==> src/rtl/key_schedule_buffer.sv <==
// key_schedule_buffer
// Iterative AES-128 key expansion into an 11-entry round-key bank, with a
// registered read port for the round stages.
// Optional feature macro: KEY_SCHED_INV_PORT_EN adds the invRoundKey read port
// (bank[NUM_ROUNDS - roundIndex]) for the inverse round pipeline.
//
// state  | meaning
// -------+--------------------------------------------------------------
// IDLE   | reset state, bank empty, ready to accept a cipher key
// EXPAND | writing one round key per clock into bank[round]
// DONE   | bank holds the full schedule of the last accepted key

module key_schedule_buffer #(
   parameter int NUM_ROUNDS = 10,
   parameter int KEY_WIDTH  = 128
) (
   input  logic                 clock,
   input  logic                 reset,
   input  logic                 keyValid,
   input  logic [KEY_WIDTH-1:0] keyIn,
   output logic                 loadReady,
   output logic                 keysReady,
   input  logic [3:0]           roundIndex,
`ifdef KEY_SCHED_INV_PORT_EN
   output logic [KEY_WIDTH-1:0] invRoundKey,
`endif
   output logic [KEY_WIDTH-1:0] roundKey
);

   typedef enum logic [1:0] {
      IDLE   = 2'd0,
      EXPAND = 2'd1,
      DONE   = 2'd2
   } state_t;

   localparam logic [3:0] LAST_ROUND = 4'(NUM_ROUNDS);

   // AES forward S-box, byte 0x00 in the most-significant position.
   localparam logic [2047:0] SBOX_TABLE = {
      128'h637c777bf26b6fc53001672bfed7ab76,
      128'hca82c97dfa5947f0add4a2af9ca472c0,
      128'hb7fd9326363ff7cc34a5e5f171d83115,
      128'h04c723c31896059a071280e2eb27b275,
      128'h09832c1a1b6e5aa0523bd6b329e32f84,
      128'h53d100ed20fcb15b6acbbe394a4c58cf,
      128'hd0efaafb434d338545f9027f503c9fa8,
      128'h51a3408f929d38f5bcb6da2110fff3d2,
      128'hcd0c13ec5f974417c4a77e3d645d1973,
      128'h60814fdc222a908846eeb814de5e0bdb,
      128'he0323a0a4906245cc2d3ac629195e479,
      128'he7c8376d8dd54ea96c56f4ea657aae08,
      128'hba78252e1ca6b4c6e8dd741f4bbd8b8a,
      128'h703eb5664803f60e613557b986c11d9e,
      128'he1f8981169d98e949b1e87e9ce5528df,
      128'h8ca1890dbfe6426841992d0fb054bb16
   };

   function automatic logic [7:0] sbox(input logic [7:0] a);
      logic [10:0] pos;
      pos = 11'd2040 - {a, 3'b000};
      return SBOX_TABLE[pos +: 8];
   endfunction

   state_t               state;
   logic [3:0]           round;
   logic [7:0]           rcon;
   logic [7:0]           rcon_next;
   logic [KEY_WIDTH-1:0] bank [0:NUM_ROUNDS];
   // Copy of bank[round-1]; avoids an 11:1 mux in front of the S-boxes.
   logic [KEY_WIDTH-1:0] cur_key;
   logic [KEY_WIDTH-1:0] next_key;
   logic [31:0]          w0, w1, w2, w3;
   logic [31:0]          rot_word, sub_word;
   logic [31:0]          n0, n1, n2, n3;

   // One AES-128 expansion step from cur_key using the current rcon.
   always_comb begin
      w0       = cur_key[127:96];
      w1       = cur_key[95:64];
      w2       = cur_key[63:32];
      w3       = cur_key[31:0];
      rot_word = {w3[23:0], w3[31:24]};
      sub_word = {sbox(rot_word[31:24]), sbox(rot_word[23:16]),
                  sbox(rot_word[15:8]),  sbox(rot_word[7:0])};
      n0       = w0 ^ sub_word ^ {rcon, 24'h0};
      n1       = w1 ^ n0;
      n2       = w2 ^ n1;
      n3       = w3 ^ n2;
      next_key = {n0, n1, n2, n3};
      rcon_next = {rcon[6:0], 1'b0} ^ (rcon[7] ? 8'h1b : 8'h00);
   end

   // Sequencer: load, iterate one round key per clock, flag completion.
   always_ff @(posedge clock) begin
      if (reset) begin
         state     <= IDLE;
         round     <= 4'd0;
         rcon      <= 8'h01;
         cur_key   <= '0;
         keysReady <= 1'b0;
         loadReady <= 1'b1;
         for (int i = 0; i <= NUM_ROUNDS; i++) begin
            bank[i] <= '0;
         end
      end else begin
         case (state)
            IDLE, DONE: begin
               if (keyValid) begin
                  bank[0]   <= keyIn;
                  cur_key   <= keyIn;
                  round     <= 4'd1;
                  rcon      <= 8'h01;
                  keysReady <= 1'b0;
                  loadReady <= 1'b0;
                  state     <= EXPAND;
               end
            end
            EXPAND: begin
               bank[round] <= next_key;
               cur_key     <= next_key;
               rcon        <= rcon_next;
               if (round == LAST_ROUND) begin
                  keysReady <= 1'b1;
                  loadReady <= 1'b1;
                  state     <= DONE;
               end else begin
                  round <= round + 4'd1;
               end
            end
            default: begin
               state     <= IDLE;
               loadReady <= 1'b1;
               keysReady <= 1'b0;
            end
         endcase
      end
   end

   // Registered read port; out-of-range selects return zero.
   always_ff @(posedge clock) begin
      if (reset) begin
         roundKey <= '0;
      end else if (roundIndex <= LAST_ROUND) begin
         roundKey <= bank[roundIndex];
      end else begin
         roundKey <= '0;
      end
   end

`ifdef KEY_SCHED_INV_PORT_EN
   logic [3:0] inv_index;
   assign inv_index = LAST_ROUND - roundIndex;

   // Mirror read port for decryption order, same latency as roundKey.
   always_ff @(posedge clock) begin
      if (reset) begin
         invRoundKey <= '0;
      end else if (roundIndex <= LAST_ROUND) begin
         invRoundKey <= bank[inv_index];
      end else begin
         invRoundKey <= '0;
      end
   end
`endif

endmodule
==> config.mk <==
export PLATFORM = sky130hd
export DESIGN_NAME = key_schedule_buffer
export DESIGN_NICKNAME = d
export VERILOG_FILES = /design/src/rtl/key_schedule_buffer.sv
export SDC_FILE = /design/constraint.sdc
export NUM_CORES = 2
export LEC_CHECK = 0
export BUFFER_PORTS_ARGS = -buffer_cell sky130_fd_sc_hd__buf_2
export CAP_MARGIN = 20
export CORE_MARGIN = 2
export CORE_UTILIZATION = 45
export CTS_CLUSTER_SIZE = 16
export DETAILED_ROUTE_END_ITERATION = 6
export SYNTH_ARGS = -nofsm -noshare
export SYNTH_HDL_FRONTEND = slang
export SYNTH_SLANG_ARGS = --single-unit
==> constraint.sdc <==
create_clock -name clock -period 9.2 [get_ports clock]
set_clock_uncertainty 0.2 [all_clocks]
set_input_delay 1.38 -clock clock [delete_from_list [all_inputs] [get_ports clock]]
set_output_delay 1.38 -clock clock [all_outputs]
set_load 0.01 [all_outputs]
==> impl_metrics.ini <==
[status]
status = finished, final reports clean

[yosys]
ys_seq_elements = 2319
netlist_top_cells_count = 1,920 x edfxtp_1, 1,372 x nor2_1, 681 x mux4_2
syn_avg_cell_area_um2 = 13.4
async_reset_ff_share_pct = 0
syn_area_mm2 = 0.110
yosysUniqueCellTypes = 124
ys.flop_type = edfxtp_1
synth_area_leaders = edfxtp_1 52%, mux4_2 14%, dfxtp_1 7.3%
synth_edf_count = 1920
seq_area_frac_synth_pct = 59.7
netlist_instances = 8240
synth_nets = 8437
ys_warn_count = 0
netlist.area_leader.share_pct = 52.4
yosys.cell_count.top_type = edfxtp_1
yosysTopAreaCell = edfxtp_1

[finish]
layout-area-overhead-vs-synth_pct = 11.1
nets = 8371
layout-drive-gt1-share_pct = 20.4
fin_util_pct = 50.2

[setup_path]
worst-path-max-fanout = 42
cp.required_ns = 9.57
critPathKind = reg -> reg
cp.arrival_ns = 7.02
worstSetupStartpointType = flip-flop
critical_path.endpoint_type = flip-flop

[hold_path]
min_path_type = reg -> reg

[clocking]
numCtsBuffers = 234
cts_root_buffer = clkbuf_16
cts_max_level = 4
clk_latency_ns = 0.95
post-cts-setup-buffers = 0
clkTransAtPathRegs_ns = 0.06
postCtsResizedCells = 0
cts_buffer_depth = 3
hold_buffers = 0
cts.sinks = 2319
tritoncts = done

[route]
vias = 76900
drt_iter0_drc = 11700
first_pass_iters = 6
drc = 0
wirelength_um = 424000
ant_nets = 0
avgRoutedWirePerCell_um = 36.6
via_per_inst = 6.63

[global_route]
grt_pass1_wl_um = 589000
grt_overflow = 0
grt_start_max_net_pins = 113
met3_usage_pct = 8.49
gr-max-usage-layer = met2
use_met1_pct = 44.7
grt_antenna_before_repair = 30
grtUsageTotal_pct = 33.6
grt_pass1_vias = 74600
grtUsageMet2_pct = 51.3

[sta]
tns_ns = 0
max-slew-margin-rel_pct = 13.6
fmaxAchievable_mhz = 150
hold_violations = 0
setup_viol = 0
period_needed_ns = 6.65
maxSlewViolCount = 0
worstMarginPinSlew_ns = 1.30
period_share_pct = 72.3
grt_setup_unrepaired = no

[power_and_ir_drop]
ir_drop_uv = 211
leakage_nw = 42.5
power.density_mw_per_mm2 = 342
power_mw = 41.8

[floorplan]
die_w_um = 498
dieArea_mm2 = 0.248
die_h_um = 498
ios = 265
core_area_mm2 = 0.243
start_util_pct = 45.2
fp-row-count = 181

[placement]
gp_congestion = 1.01
io_buffers = 264
hpwl_um = 259000

[flow_run]
drv_cap = 0
-- path summary, 6_finish.rpt --
check                             startpoint                          to  slack (ns)  cells past startpoint
setup reg to reg    cur_key[17]$_SDFFE_PP0P_      bank[15][30]$_DFFE_PP_        2.55                     12
hold reg to reg   bank[10][112]$_SDFFE_PP0P_  bank[10][112]$_SDFFE_PP0P_        0.25                      2
hold / removal    bank[10][112]$_SDFFE_PP0P_  bank[10][112]$_SDFFE_PP0P_        0.25                      2
setup / recovery    cur_key[17]$_SDFFE_PP0P_      bank[15][30]$_DFFE_PP_        2.55                     12
-- sequential cells by signal, summed over array words and instances, names as in the netlist --
name and count:
keysReady 1, loadReady 1, round 4, cur_key 128, state 1, rcon 8, roundKey 128, bank 2048
-- report_power, final --
part | total (mW) | internal (mW) | switching, mW | leakage (nW)
Combinational | 18.6 | 5.48 | 13.1 | 16.3
Sequential | 13.5 | 12.6 | 0.925 | 22.4
Clock | 9.74 | 5.50 | 4.24 | 3.82
-- cell usage in the layout (no fill, tap or decap), types with 27 or more instances in the layout --
master        n
o211ai_1     57
o311ai_0     40
mux4_2      681
a311oi_1     49
nor3_1      123
clkinv_2     44
nand3_1     109
buf_4       197
clkbuf_16   235
clkbuf_8     27
or2_2        29
xnor2_1      72
nor2_1     1364
clkinv_1     44
clkbuf_1     58
a211oi_1     62
nand2b_1    114
or3_1        29
inv_1       177
ha_1         62
a22oi_1      96
buf_2       260
o21ai_0     207
and2_1       36
dfxtp_1     383
xor2_1       47
edfxtp_1   1920
xnor3_1      43
mux2i_1      40
a21oi_1     290
nor4_1       29
a31oi_1      66
nor2b_1     222
nand2_1     459
-- routing by layer --
| metal | vias up | routed length, µm |
|---|---|---|
| met5 | - | 22 |
| met4 | 4 | 25000 |
| met3 | 938 | 49600 |
| met2 | 5258 | 192000 |
| met1 | 39700 | 158000 |
| li1 | 31000 | - |
-- area by class of cell --
cell class	instances	area [µm²]
Clock inverter	128	1450
Fill cell	20800	121000
Inverter	198	751
Sequential cell	2319	65700
Multi-Input combinational cell	4930	40400
Timing Repair Buffer	491	3420
Antenna cell	10	25.0
Clock buffer	319	6460
Tap cell	3202	4010
-- per-stage QoR --
| stage | hold slack, ns | instances | setup WS (ns) | instance area [µm²] |
|---|---|---|---|---|
| global placement | 0.232 | 11100 | 2.83 | 114000 |
| floorplan | 0.223 | 8240 | 0.234 | 110000 |
| CTS | 0.246 | 11600 | 2.82 | 122000 |
| finish | 0.247 | 11600 | 2.55 | 122000 |
| global route | 0.272 | 11600 | 2.38 | 122000 |
| detailed placement | 0.237 | 11100 | 2.80 | 114000 |
-- worst max-delay path: stages, from the launching register on --
cell and delay [ns]:
dfxtp_1 0.31, buf_4 0.43, inv_1 0.32, ha_1 0.90
nor2b_1 0.71, nor4_1 0.08, or4_1 0.45, o31a_1 0.15
a311oi_2 0.52, xnor3_1 0.63, xnor3_1 0.37, a22oi_1 0.90
inv_1 0.33
-- logic make-up (layout without fill, tap and decap cells) --
group	Yosys count	after routing	synth area share (%)
and+or+nand+nor	2679	2679	11.0
AOI/OAI and AO/OA	1265	1265	8.11
xor gates and xnor gates	178	178	2.11
buffers and inverters	991	1136	3.87
DFF	2319	2319	59.7
muxes	745	745	14.6
other	0	10	0
adders and majority gates	63	63	0.714
Note: power is estimated with default switching activity, not from simulation.
